$ cat config.mk
export PLATFORM = sky130hd
export DESIGN_NAME = v810_prefetch
export DESIGN_NICKNAME = d
export VERILOG_FILES = /design/src/rtl/v810_prefetch.sv
export SDC_FILE = /design/constraint.sdc
export NUM_CORES = 1
export LEC_CHECK = 0
export ABC_AREA = 1
export BUFFER_PORTS_ARGS = -buffer_cell sky130_fd_sc_hd__buf_2
export CAP_MARGIN = 20
export CORE_MARGIN = 1
export CORE_UTILIZATION = 60
export DETAILED_ROUTE_END_ITERATION = 6
export PLACE_DENSITY = 0.81
export REMOVE_ABC_BUFFERS = 1
export SYNTH_ARGS = -nofsm -noshare
export SYNTH_HDL_FRONTEND = slang
export SYNTH_SLANG_ARGS = --single-unit
$ cat constraint.sdc
create_clock -name CLK -period 5.2 [get_ports CLK]
set_clock_uncertainty 0.2 [all_clocks]
set_input_delay 0.52 -clock CLK [delete_from_list [all_inputs] [get_ports CLK]]
set_output_delay 0.52 -clock CLK [all_outputs]
set_load 0.02 [all_outputs]
$ cat src/rtl/v810_prefetch.sv
// V810 instruction prefetch unit: fetches 32-bit words from the instruction
// cache and presents them as a halfword queue to the decoder, handling
// redirects (including one that lands while a fetch is in flight).
module v810_prefetch #(
    parameter int QDEPTH = 8
) (
    input  logic        CLK,
    input  logic        RES,
    input  logic        CE,
    input  logic        ICMAINT,
    input  logic        JMP,
    input  logic [31:0] JMPA,
    output logic [31:0] FIA,
    output logic        FIREQ,
    input  logic [31:0] FID,
    input  logic        FIACK,
    output logic [15:0] IQ_HW0,
    output logic [15:0] IQ_HW1,
    output logic [31:0] IQ_PC,
    output logic [3:0]  IQ_CNT,
    input  logic [1:0]  IQ_POP
);

    localparam int PW = (QDEPTH > 1) ? $clog2(QDEPTH) : 1;

    typedef enum logic [1:0] {
        ST_IDLE,
        ST_FETCH,
        ST_DISCARD
    } state_e;

    // Circular-buffer pointer advance; QDEPTH need not be a power of two.
    function automatic logic [PW-1:0] ptr_add(input logic [PW-1:0] p, input logic [3:0] n);
        logic [PW+4:0] s;
        s = {5'd0, p} + {{(PW + 1){1'b0}}, n};
        if (s >= (PW + 5)'(QDEPTH)) begin
            s = s - (PW + 5)'(QDEPTH);
        end
        return PW'(s);
    endfunction

    state_e        state_q, state_d;
    logic [31:0]   fia_q, fia_d;
    logic [31:0]   pc_q, pc_d;
    logic [31:1]   tgt_q, tgt_d;
    logic [3:0]    cnt_q, cnt_d;
    logic [PW-1:0] rd_q, rd_d;
    logic          mis_q, mis_d;
    logic [15:0]   mem_q [QDEPTH];

    logic [3:0]    pop_req, popped, cnt_pop, push_n, cnt_after;
    logic          complete, issue_ok, load_tgt;
    logic [31:1]   tgt_addr;
    logic [PW-1:0] tail0, tail1;
    logic          jmpa0_unused;

    // Halfword alignment of a redirect lives in IQ_PC; bit 0 carries nothing.
    assign jmpa0_unused = JMPA[0];

    // State register: every update is qualified by CE, reset included.
    always_ff @(posedge CLK) begin
        if (CE) begin
            if (RES) begin
                state_q <= ST_IDLE;
            end else begin
                state_q <= state_d;
            end
        end
    end

    // Next state: issue when there is room for a whole word, redirect handling.
    always_comb begin
        // NOTE: every combinational output gets a default first so no latch is inferred.
        state_d = state_q;
        case (state_q)
            ST_IDLE: begin
                if (JMP) begin
                    state_d = ICMAINT ? ST_IDLE : ST_FETCH;
                end else if (issue_ok) begin
                    state_d = ST_FETCH;
                end
            end
            ST_FETCH: begin
                if (JMP) begin
                    if (complete) begin
                        state_d = ICMAINT ? ST_IDLE : ST_FETCH;
                    end else begin
                        state_d = ST_DISCARD;
                    end
                end else if (complete) begin
                    state_d = issue_ok ? ST_FETCH : ST_IDLE;
                end
            end
            ST_DISCARD: begin
                if (complete) begin
                    state_d = ICMAINT ? ST_IDLE : ST_FETCH;
                end
            end
            default: state_d = ST_IDLE;
        endcase
    end

    // Outputs decoded from registers only.
    always_comb begin
        FIREQ  = (state_q != ST_IDLE);
        FIA    = fia_q;
        IQ_PC  = pc_q;
        IQ_CNT = cnt_q;
        IQ_HW0 = mem_q[rd_q];
        IQ_HW1 = mem_q[ptr_add(rd_q, 4'd1)];
    end

    // Datapath next values: pop accounting, push sizing, fetch address and redirect target.
    always_comb begin
        pop_req   = (IQ_POP == 2'd3) ? 4'd2 : {2'b00, IQ_POP};
        popped    = (pop_req > cnt_q) ? cnt_q : pop_req;
        cnt_pop   = cnt_q - popped;
        complete  = FIREQ & FIACK;

        push_n = 4'd0;
        if (state_q == ST_FETCH && complete && !JMP) begin
            // The first word after a redirect to an odd halfword only carries its upper half.
            push_n = mis_q ? 4'd1 : 4'd2;
        end
        cnt_after = cnt_pop + push_n;
        issue_ok  = !ICMAINT && !JMP && ((4'(QDEPTH) - cnt_after) >= 4'd2);

        load_tgt = 1'b0;
        tgt_addr = JMPA[31:1];
        case (state_q)
            ST_IDLE:  load_tgt = JMP;
            ST_FETCH: load_tgt = JMP & complete;
            ST_DISCARD: begin
                if (complete) begin
                    load_tgt = 1'b1;
                    tgt_addr = JMP ? JMPA[31:1] : tgt_q;
                end
            end
            default: load_tgt = 1'b0;
        endcase

        // The fetch address only moves when no request is pending on it.
        fia_d = fia_q;
        mis_d = mis_q;
        if (load_tgt) begin
            fia_d = {tgt_addr[31:2], 2'b00};
            mis_d = tgt_addr[1];
        end else if (push_n != 4'd0) begin
            fia_d = fia_q + 32'd4;
            mis_d = 1'b0;
        end

        cnt_d = JMP ? 4'd0 : cnt_after;
        pc_d  = JMP ? {JMPA[31:1], 1'b0} : pc_q + {27'd0, popped, 1'b0};
        rd_d  = JMP ? rd_q : ptr_add(rd_q, popped);
        tgt_d = JMP ? JMPA[31:1] : tgt_q;

        tail0 = ptr_add(rd_q, cnt_q);
        tail1 = ptr_add(tail0, 4'd1);
    end

    // Datapath registers.
    always_ff @(posedge CLK) begin
        if (CE) begin
            // NOTE: sequential state uses non-blocking assignments so all registers see pre-edge values.
            if (RES) begin
                fia_q <= 32'hFFFF_FFF0;
                pc_q  <= 32'hFFFF_FFF0;
                tgt_q <= '0;
                cnt_q <= '0;
                rd_q  <= '0;
                mis_q <= 1'b0;
            end else begin
                fia_q <= fia_d;
                pc_q  <= pc_d;
                tgt_q <= tgt_d;
                cnt_q <= cnt_d;
                rd_q  <= rd_d;
                mis_q <= mis_d;
            end
        end
    end

    // Queue storage: write the fetched halfwords at the tail, lower address first.
    always_ff @(posedge CLK) begin
        // NOTE: storage is deliberately not reset; entries beyond IQ_CNT are don't-care.
        if (CE && !RES && push_n != 4'd0) begin
            if (mis_q) begin
                mem_q[tail0] <= FID[31:16];
            end else begin
                mem_q[tail0] <= FID[15:0];
                mem_q[tail1] <= FID[31:16];
            end
        end
    end

endmodule
==> flow_metrics.env <==
export IMPL_drc=0
export IMPL_fin_crit_ns=4.53
export IMPL_fin_util_pct=68.2
export IMPL_cts_buffers_inserted=26
export IMPL_status="finished clean"
export IMPL_power_density_mw_per_mm2=322
export IMPL_holdBufCountCts=0
export IMPL_setup_ws_ns=0.665
export IMPL_worstSetupPathType="flop to flop"
export IMPL_drt_wl_total_mm=47.6
export IMPL_ys_async_sr_fraction_pct=0
export IMPL_nFillCells=2072
export IMPL_fin_crit_sh_pct=87.2
export IMPL_synth_area_mm2=0.0156
export IMPL_ys_seq_elements=233
export IMPL_synth_cell_types=48
export IMPL_die_y_um=163
export IMPL_drt_iter0_drc=2002
export IMPL_clock_latency_ns=0.55
export IMPL_grtUsageTotal_pct=35.7
export IMPL_wire_per_inst_um=19.3
export IMPL_rows=58
export IMPL_grt_max_degree=81
export IMPL_multiInputGateArea_mm2=0.00733
export IMPL_worst_hold_slack_ns=0.112
export IMPL_cts_root_buf="clkbuf_16"
export IMPL_post_place_cells=2411
export IMPL_final_hold_viol_count=0
export IMPL_synth_avg_cell_area_um2=7.73
export IMPL_ctsResizeCount=0
export IMPL_htreeDepth=1
export IMPL_grt_pass1_vias=14100
export IMPL_avgViaCountPerCell=6.10
export IMPL_tightestPinTransition_ns=1.11
export IMPL_antenna_found_initial=13
export IMPL_path_max_fanout=4
export IMPL_num_vias=15000
export IMPL_critical_path_endpoint_type="flop"
export IMPL_dieArea_mm2=0.0266
export IMPL_clk_pin_slew_worst_paths_ns=0.06
export IMPL_max_freq_mhz=221
export IMPL_ant_nets=0
export IMPL_synth_cells=2016
export IMPL_tritoncts="built"
export IMPL_p_leak_uw=0.00755
export IMPL_dr_pass1_iters=6
export IMPL_gp_congestion=0.908
export IMPL_initial_core_util_pct=61.5
export IMPL_finalNonFillerCells=2467
export IMPL_dp_slack_ns=0.564
export IMPL_rsz0062_at_grt="false"
export IMPL_drv_slew=0
export IMPL_die_w_um=163
export IMPL_hold_path_class="primary input to flop"
export IMPL_setup_tns_ns=0
export IMPL_drive_above_1_share_pct=13.8
export IMPL_nets=2204
export IMPL_clk_path_buf_depth=3
export IMPL_dp_hpwl_mm=30.5
export IMPL_worstPathArrival_ns=4.56
export IMPL_required_ns=5.22
export IMPL_postCtsSetupRepairBufs=0
export IMPL_clock_sinks=233
export IMPL_slew_headroom_pct=26.1
export IMPL_cap_violations=0
export IMPL_grt_ovfl_total=0
export IMPL_port_buffers=168
export IMPL_synth_edf_count=230
export IMPL_setup_viol=0
export IMPL_grt_pass1_wl_mm=73.7
export IMPL_core_region_area_mm2=0.0253
export IMPL_worstSetupStartpointType="flop"
export IMPL_ir_drop_uv=241
export IMPL_ys_warn_count=0
export IMPL_num_io_pins=173
export IMPL_layout_area_overhead_vs_synth_pct=10.9
export IMPL_regArea_mm2=0.00697
export IMPL_synth_main_ff_cell="edfxtp_1"
export IMPL_yosysSeqAreaShare_pct=44.7
## cell usage in the layout, fill, tap and decap left out, types with 3 or more instances in the layout
cell	n
ha_1	18
o21ai_0	177
o211ai_1	26
buf_4	31
conb_1	3
inv_2	3
nand4_1	13
nor3_1	23
clkbuf_1	3
clkbuf_16	27
or2_2	6
inv_1	161
o21ai_2	17
o21ai_1	8
nor2_4	4
clkinv_2	6
fa_1	5
a21boi_0	4
clkinv_1	4
nor2_1	171
nand2_4	8
xor2_2	3
nand2_1	558
clkbuf_8	4
a31oi_1	35
diode_2	8
xor2_1	17
nand3_1	190
a211oi_1	4
mux2i_1	3
xnor2_1	15
edfxtp_1	230
nand3b_1	5
a21oi_1	149
buf_2	168
## through the flow
stage          cell area (µm²)  power, µW
2_1_floorplan            14900       3160
3_3_place_gp             16400       3650
3_5_place_dp             16400       3690
4_1_cts                  17300       5530
5_1_grt                  17300       5760
6_report                 17300       5560
## layout make-up
| cell class | count | share of cell area [%] |
|---|---|---|
| diodes | 8 | 0.116 |
| clock buffers | 34 | 4.29 |
| clock inverters | 14 | 0.695 |
| inverters | 164 | 3.56 |
| multi-input cells | 1485 | 42.4 |
| flip-flops and latches | 233 | 40.3 |
| well taps | 330 | 2.39 |
| repair buffers | 199 | 6.21 |
## metal layers
layer  vias to the layer above  GRT usage, %  wire [µm]
met4                        10          16.2       2020
met3                       179          7.26       5750
met2                       999          60.2      23000
li1                       6992             -          -
met1                      6858          44.1      16700
met5                         -             0         60
## cell usage after synthesis, drive strengths merged, types with 6 or more instances
cell type	number	share of area [%]
nand2	568	14
edfxtp	230	44
o21ai	202	6.9
nand3	191	6.1
nor2	179	4.7
inv	163	3.9
a21oi	150	4.8
clkbuf	80	1.9
buf	56	2.6
a31oi	35	1.4
o211ai	26	1.3
nor3	25	0.91
xor2	21	1.4
ha	18	1.4
xnor2	16	0.95
nand4	13	0.52
or2	6	0.24
## state kept, by name, summed over array words and instances (netlist names), named ones only
| name | count |
|---|---|
| FIA | 30 |
| mis_q | 1 |
| tgt_q | 31 |
| IQ_CNT | 4 |
| state_q | 2 |
| mem_q | 128 |
| rd_q | 3 |
| IQ_PC | 31 |
## cell families after synthesis
kind of cell	Yosys count	synth area share (%)
buffers and inverters	300	8.47
AND/OR/NAND/NOR	991	27.1
flip-flops	233	44.7
multiplexers	3	0.193
XOR/XNOR	37	2.35
AO/OA/AOI/OAI	428	15.1
adder cells (fa/ha/maj)	23	2.09
other	1	0.0241
## worst paths after layout
check            start          to  cells past startpoint  slack (ns)
min reg2reg  tgt_q[24]   tgt_q[24]                      2        0.41
min           JMPA[29]   IQ_PC[29]                      3        0.11
max reg2reg  IQ_CNT[1]  state_q[0]                     19        0.67
max          IQ_CNT[1]  state_q[0]                     19        0.67
## where the power goes
group	switching [µW]	leakage, µW	internal, µW
registers	72.2	0.00214	2150
logic	1050	0.00498	421
clock network	772	0.000423	1100
total	1900	0.00755	3670
## worst max-delay path: stages, from the launching register on
cell	delay, ns
edfxtp_1	0.45
inv_1	0.09
ha_1	0.31
inv_1	0.04
o21bai_1	0.12
and3_1	0.22
inv_1	0.09
o21ai_0	0.45
inv_1	0.18
fa_1	0.55
fa_1	0.61
inv_1	0.09
ha_1	0.22
nor2_1	0.10
nor2_1	0.05
nand3_1	0.10
nand2_1	0.06
nand2_1	0.05
nand2_1	0.05
a21oi_1	0.21
No activity file was read; power rests on OpenSTA's default activity.
